==> src/rtl/calc_pkg.sv <==
//------------------------------------------------------------------------------
// calc_pkg : shared types and constants for the calculator result path
// Rev 1.0  : initial release
//------------------------------------------------------------------------------
`default_nettype none

package calc_pkg;

  localparam int CALC_WIDTH = 8;
  localparam int CALC_NCH   = 4;

  // Channel numbering of the arithmetic units feeding the selector
  localparam logic [1:0] OP_ADD = 2'd0;
  localparam logic [1:0] OP_SUB = 2'd1;
  localparam logic [1:0] OP_MUL = 2'd2;
  localparam logic [1:0] OP_DIV = 2'd3;

  typedef enum logic [0:0] {
    IDLE = 1'b0,
    HOLD = 1'b1
  } state_t;

endpackage

`default_nettype wire

==> src/rtl/calc_hold_reg.sv <==
//------------------------------------------------------------------------------
// calc_hold_reg : load-enabled holding register with asynchronous clear
// Rev 1.0       : initial release
//------------------------------------------------------------------------------
`default_nettype none

module calc_hold_reg #(
  parameter int W = 9
) (
  input  logic         clk,
  input  logic         rst_n,
  input  logic         load,
  input  logic [W-1:0] d,
  output logic [W-1:0] q
);

  always_ff @(posedge clk or negedge rst_n) begin
    if (!rst_n) begin
      q <= '0;
    end else if (load) begin
      q <= d;
    end
  end

endmodule

`default_nettype wire

==> src/rtl/calc_result_sel.sv <==
//------------------------------------------------------------------------------
// calc_result_sel : registered NCH-way result selector with valid/ready output.
// Optional transfer counter on out_cnt when CALC_SEL_CNT_EN is defined.  Rev 1.0
//------------------------------------------------------------------------------
`default_nettype none

module calc_result_sel
  import calc_pkg::*;
#(
  parameter int WIDTH = CALC_WIDTH,
  parameter int NCH   = CALC_NCH,
  localparam int SEL_W = $clog2(NCH)
) (
  input  logic                 clk,
  input  logic                 rst_n,
  input  logic                 en,
  input  logic [SEL_W-1:0]     sel,
  input  logic [NCH*WIDTH-1:0] ch_data,
  input  logic [NCH-1:0]       ch_valid,
  input  logic [NCH-1:0]       ch_err,
  output logic [NCH-1:0]       ch_ready,
  output logic [WIDTH-1:0]     out_data,
  output logic                 out_err,
  output logic                 out_valid,
  input  logic                 out_ready,
  output logic                 sel_bad
`ifdef CALC_SEL_CNT_EN
  ,
  output logic [15:0]          out_cnt
`endif
);

  state_t           state;
  state_t           state_nxt;
  logic [WIDTH-1:0] sel_data;
  logic             sel_err;
  logic             sel_vld;
  logic             accept;
  logic             take;

  assign sel_bad = (32'(sel) >= NCH);

  // Gated by rst_n so that no channel handshake completes while reset is held
  assign accept = rst_n & en & ~sel_bad & ((state == IDLE) | out_ready);
  assign take   = accept & sel_vld;

  always_comb begin
    sel_data = '0;
    sel_err  = 1'b0;
    sel_vld  = 1'b0;
    for (int i = 0; i < NCH; i++) begin
      if (32'(sel) == i) begin
        sel_data = ch_data[i*WIDTH +: WIDTH];
        sel_err  = ch_err[i];
        sel_vld  = ch_valid[i];
      end
    end
  end

  for (genvar g = 0; g < NCH; g++) begin : g_ready
    assign ch_ready[g] = accept & (32'(sel) == g);
  end

  always_ff @(posedge clk or negedge rst_n) begin
    if (!rst_n) begin
      state <= IDLE;
    end else begin
      state <= state_nxt;
    end
  end

  always_comb begin
    state_nxt = state;
    case (state)
      IDLE: begin
        if (take) begin
          state_nxt = HOLD;
        end
      end
      HOLD: begin
        if (out_ready && !take) begin
          state_nxt = IDLE;
        end
      end
      default: state_nxt = IDLE;
    endcase
  end

  assign out_valid = (state == HOLD);

  calc_hold_reg #(
    .W(WIDTH + 1)
  ) u_hold (
    .clk  (clk),
    .rst_n(rst_n),
    .load (take),
    .d    ({sel_err, sel_data}),
    .q    ({out_err, out_data})
  );

`ifdef CALC_SEL_CNT_EN
  always_ff @(posedge clk or negedge rst_n) begin
    if (!rst_n) begin
      out_cnt <= 16'h0000;
    end else if (out_valid && out_ready) begin
      out_cnt <= out_cnt + 16'h0001;
    end
  end
`endif

endmodule

`default_nettype wire
==> config.mk <==
export PLATFORM = sky130hd
export DESIGN_NAME = calc_result_sel
export DESIGN_NICKNAME = d
export VERILOG_FILES = /design/src/rtl/calc_pkg.sv /design/src/rtl/calc_hold_reg.sv /design/src/rtl/calc_result_sel.sv
export SDC_FILE = /design/constraint.sdc
export NUM_CORES = 1
export LEC_CHECK = 0
export ABC_AREA = 1
export CORE_ASPECT_RATIO = 0.8
export CORE_MARGIN = 2
export CORE_UTILIZATION = 45
export DETAILED_ROUTE_END_ITERATION = 16
export DONT_BUFFER_PORTS = 1
export SLEW_MARGIN = 20
export SYNTH_ARGS = -nofsm -noshare
export SYNTH_HDL_FRONTEND = slang
export SYNTH_SLANG_ARGS = --single-unit
==> constraint.sdc <==
create_clock -name clk -period 2.3 [get_ports clk]
set_input_delay 0.115 -clock clk [delete_from_list [all_inputs] [get_ports clk]]
set_output_delay 0.115 -clock clk [all_outputs]
set_load 0.01 [all_outputs]
; Word level (Yosys, flattened, before mapping)
; Cells that the tools add are included.
; Widths: inputs -> output; s select.
[classes]
mux = 15
reduce_logical = 3
bitwise_logic = 9
n_eq_ne = 3
[ops]
columns = op, n
row1 = $mux 8, 4
row2 = $mux 1, 10
row3 = $and 1x1->1, 7
row4 = $eq 2x2->1 const B, 2
row5 = $eq 2x1->1 const B, 1
row6 = $logic_not 2->1, 1
row7 = $pmux 1 s2, 1
row8 = $logic_and 1x1->1, 1
row9 = $logic_not 1->1, 1
row10 = $not 1->1, 1
row11 = $or 1x1->1, 1
[word_totals]
elab_cells = 32
output_inout_bits = 15
in_bits = 46
ff_bits = 10

; Depth between registers and ports, before layout
[logic_depth]
ltp_word = 10
depth_mapped = 9
mapped_depth_nobuf = 8

; Hierarchy
; Synthesis repeated with hierarchy kept, for this count alone.
[unflattened]
hier_cells = 118
hier_area_um2 = 763.2
[by_module_without_submodules]
columns = mod, seq_area_each_um2, cells_each, area_per_inst_um2, instances
row1 = calc_result_sel, 25.0, 80, 421.7, 1
row2 = calc_hold_reg, 225.2, 38, 341.6, 1

; Worst setup path after synthesis
; OpenSTA, ideal clock, no wires.
[synth_path]
kind = register to register
from = reg state, in the netlist out_valid
to = reg u_hold.q[0]
t_arrival_ns = 1.135
slack_ns = 1.048
path_buffers = 1
setup_ns = 0.117
t_required_ns = 2.183
synth_period_minus_slack_ns = 1.252
path_stages_with_launch = 8
path_cell_list = dfrtp_1 -> nand2_1 -> nand2_1 -> nor2_2 -> nand2_1 -> buf_6 -> nand3_2 -> nand2_1
[synth_between]
elab_chain_cells = 4
[synth_rtl]
columns = item, line_no
row1 = start: declaration, calc_result_sel.sv:33  ; state_t state;
row2 = start signal: assignment, calc_result_sel.sv:68  ; state <= state_nxt;
row3 = $not 1->1, n/a
row4 = $or 1x1->1, calc_result_sel.sv:44  ; assign accept = rst_n & en & ~sel_bad & ((state == IDLE) | out_ready);
row5 = $and 1x1->1, calc_result_sel.sv:44
row6 = $and 1x1->1, calc_result_sel.sv:45  ; assign take = accept & sel_vld;
row7 = end signal: assignment, calc_hold_reg.sv:19  ; q <= '0;
row8 = end signal: assignment, calc_hold_reg.sv:21  ; q <= d;
row9 = end: declaration, calc_hold_reg.sv:14  ; output logic [W-1:0] q
; Every way passes these cells.
; A chain may end at the register's enable or synchronous reset.

; Final worst setup path
[layout_path]
from = reg state, in the netlist out_valid
to = reg u_hold.q[4]
; Same word-level chain as after synthesis.

==> results.py <==
metrics = {
    "run_status": {
        "status": "complete, no violations",
    },
    "worst_setup_path": {
        "critPathLaunchType": "register",
        "regToRegSetupSlack_ns": 0.59,
        "critPathRequiredTime_ns": 2.49,
        "startpoint": "out_valid$_DFF_PN0_",
        "crit_type": "reg -> reg",
        "slowest_delay_ns": 0.41,
        "critical_path.max_fanout": 11,
        "path_cells": "nand2_1 > nand2_1 > nor2_2 > nand2_1 > nand2_2 > nand2_1 > nand2_1",
        "crit_slowest_cell": "dfrtp_1",
        "worstSetupEndpointType": "register",
        "crit-reg2reg-launch": "out_valid$_DFF_PN0_",
        "cp.arrival_ns": 1.91,
        "crit_top_cell": "nand2_1",
    },
    "floorplanning": {
        "io_pins": 61,
        "die_w_um": 52.5,
        "die_h_um": 42.8,
        "start_util": 0.465,
        "num_rows": 14,
        "die-area_um2": 2250,
        "core_um2": 1820,
    },
    "global_route": {
        "grt_usage": 0.188,
        "antenna_found_initial": 0,
        "grt_pass1_wl_mm": 3.17,
        "grt_pass1_vias": 767,
        "grt_max_degree": 12,
        "grt_overflow_total": 0,
    },
    "power_and_ir_drop": {
        "peakVddDrop_uv": 298,
        "power_frac_seq": 0.543,
        "power.total_uw": 506,
        "pwr-share-comb": 0.234,
        "p_int_uw": 331,
        "leakagePower_nw": 0.439,
        "switching_share": 0.345,
        "p_per_area_nw_per_um2": 596,
        "clkPwrFrac": 0.223,
        "power_switching_uw": 174,
    },
    "detailed_routing": {
        "drtAntennaViolNets": 0,
        "drc": 0,
        "dr.pass1.iters": 4,
        "vias": 758,
        "wirelength_mm": 1.96,
        "dr.first_iter.drc_count": 18,
        "wl_per_cell_um": 13.9,
        "vias_per_cell": 5.38,
    },
    "clock_network": {
        "cts_buffer_depth": 2,
        "cts_tree": "built",
        "cts_setup_buffers": 0,
        "cts_root_buf": "clkbuf_4",
        "cts_made_buffers": 3,
        "clk_pin_slew_ns": 0.06,
        "clkLatencyLatePin_ns": 0.25,
        "h-tree-depth": 1,
        "clock_sinks": 10,
    },
    "placement": {
        "numPlacedInstances": 137,
        "place.gp.congestion": 0.722,
        "io_buffers": 0,
        "dp_hpwl_mm": 1.61,
        "dpl_worst_slack_ns": 0.577,
    },
    "sta": {
        "finalClockSkew_ns": 0.00192,
        "max-slew-margin-rel": 0.645,
        "setup_viol": 0,
        "tightest_slew_ns": 0.531,
        "fin_tns_setup_ns": 0,
        "timing.fmax_mhz": 584,
        "slew_viol_final": 0,
        "finalCriticalPeriod_ns": 1.71,
        "setup_ws_ns": 0.587,
        "rsz0062_at_grt": "false",
        "final_hold_viol_count": 0,
        "whs_ns": 0.0674,
        "post-route-period-util": 0.745,
    },
    "layout": {
        "register_area_um2": 250,
        "area_growth_pct": 0.148,
        "fin_cells": 141,
        "nNetsFinal": 165,
        "fillers": 196,
        "final_common_cell": "nand2_1",
        "drive_above_1_share": 0.222,
        "multi_input_area_um2": 502,
        "antenna_cells": 0,
        "final_cell_mix": "nand2_1, dfrtp_1, nand4_1, nand3_2, inv_1",
    },
    "synth": {
        "netlist_area_um2": 847,
        "synth_top_cell_by_area": "dfrtp_1",
        "synth_compound_area_frac": 0,
        "ys_warn_count": 0,
        "ys_top_cells_by_area": "dfrtp_1, nand2_1, nand3_2",
        "netlist.area_leader.share": 0.295,
        "ys_types": 17,
        "synth_cells": 118,
        "synth_seq_area_share": 0.295,
        "synthXorXnorAreaFrac": 0,
        "synthMuxAreaShare": 0,
        "avgSynthCellArea_um2": 7.18,
        "synth_simple_gate_area_frac": 0.588,
        "ys_seq_elements": 10,
        "synth_top_family_by_area": "simple AND/OR/NAND/NOR gates",
        "yosys.area_share.adder": 0,
        "synthesis.nets": 164,
    },
    "hold_path": {
        "min_from": "out_ready",
        "min_path_type": "in -> reg",
    },
    "job": {
        "cap_viol_max_count": 0,
    },
}
-- registers in the layout, indices dropped and copies added, names as in the netlist --
| name | count |
|---|---|
| out_valid | 1 |
| u_hold.q | 9 |
-- power by group through the flow --
stage / sequential (mW) / combinational [mW] / clock (mW)
2_1_floorplan: 0.268 / 0.115 / 0
6_report: 0.275 / 0.119 / 0.113
3_3_place_gp: 0.280 / 0.115 / 0
4_1_cts: 0.276 / 0.122 / 0.120
5_1_grt: 0.281 / 0.135 / 0.128
3_5_place_dp: 0.280 / 0.116 / 0
-- per-stage QoR --
stage                      util  cell area (um2)
after floorplan               -              847
after CTS                 0.466              848
final                     0.466              848
after global routing      0.466              848
after detailed placement  0.448              816
after global placement    0.448              816
-- critical path, delay by kind of cell (launching register included) --
family	cells	cell delay, ns
and+or+nand+nor	7	1.24
DFF	1	0.41
-- repair_timing --
action	CTS	global route
hold buffers	1	0
gates resized for setup	0	0
endpoints found under the hold margin	10	0
-- logic make-up after synthesis --
| group | after synthesis |
|---|---|
| and+or+nand+nor | 93 |
| buffers and inverters | 14 |
| other | 1 |
| DFF | 10 |
-- cell usage after synthesis, drive strengths merged --
| master | count |
|---|---|
| inv | 9 |
| nor3 | 3 |
| nand2 | 65 |
| nand3 | 11 |
| nand4 | 9 |
| buf | 5 |
| nor2 | 5 |
| conb | 1 |
| dfrtp | 10 |
-- final cells by class --
class | count | share of cell area
flip-flops and latches | 10 | 0.295
well taps | 24 | 0.0354
multi-input cells | 94 | 0.591
clock buffers | 3 | 0.0265
inverters | 9 | 0.0398
repair buffers | 1 | 0.0118
-- final timing paths --
check / endpoint / cells after the start
worst max-delay path: u_hold.q[4]$_DFFE_PN0P_ / 7
worst min-delay path: out_valid$_DFF_PN0_ / 3
worst max register to register: u_hold.q[4]$_DFFE_PN0P_ / 7
worst min register to register: u_hold.q[0]$_DFFE_PN0P_ / 2
max in group asynchronous: u_hold.q[3]$_DFFE_PN0P_ / 1
min in group asynchronous: u_hold.q[8]$_DFFE_PN0P_ / 1
-- layer usage --
metal	up-vias	part of all wire	global-route usage	wire length [um]
met3	2	0.085	0.0704	167
met5	-	0	0	0
met2	39	0.51	0.330	998
met4	0	0.0082	0.0513	16
met1	341	0.40	0.209	777
li1	376	-	-	-
No activity file was read; power rests on OpenSTA's default activity.
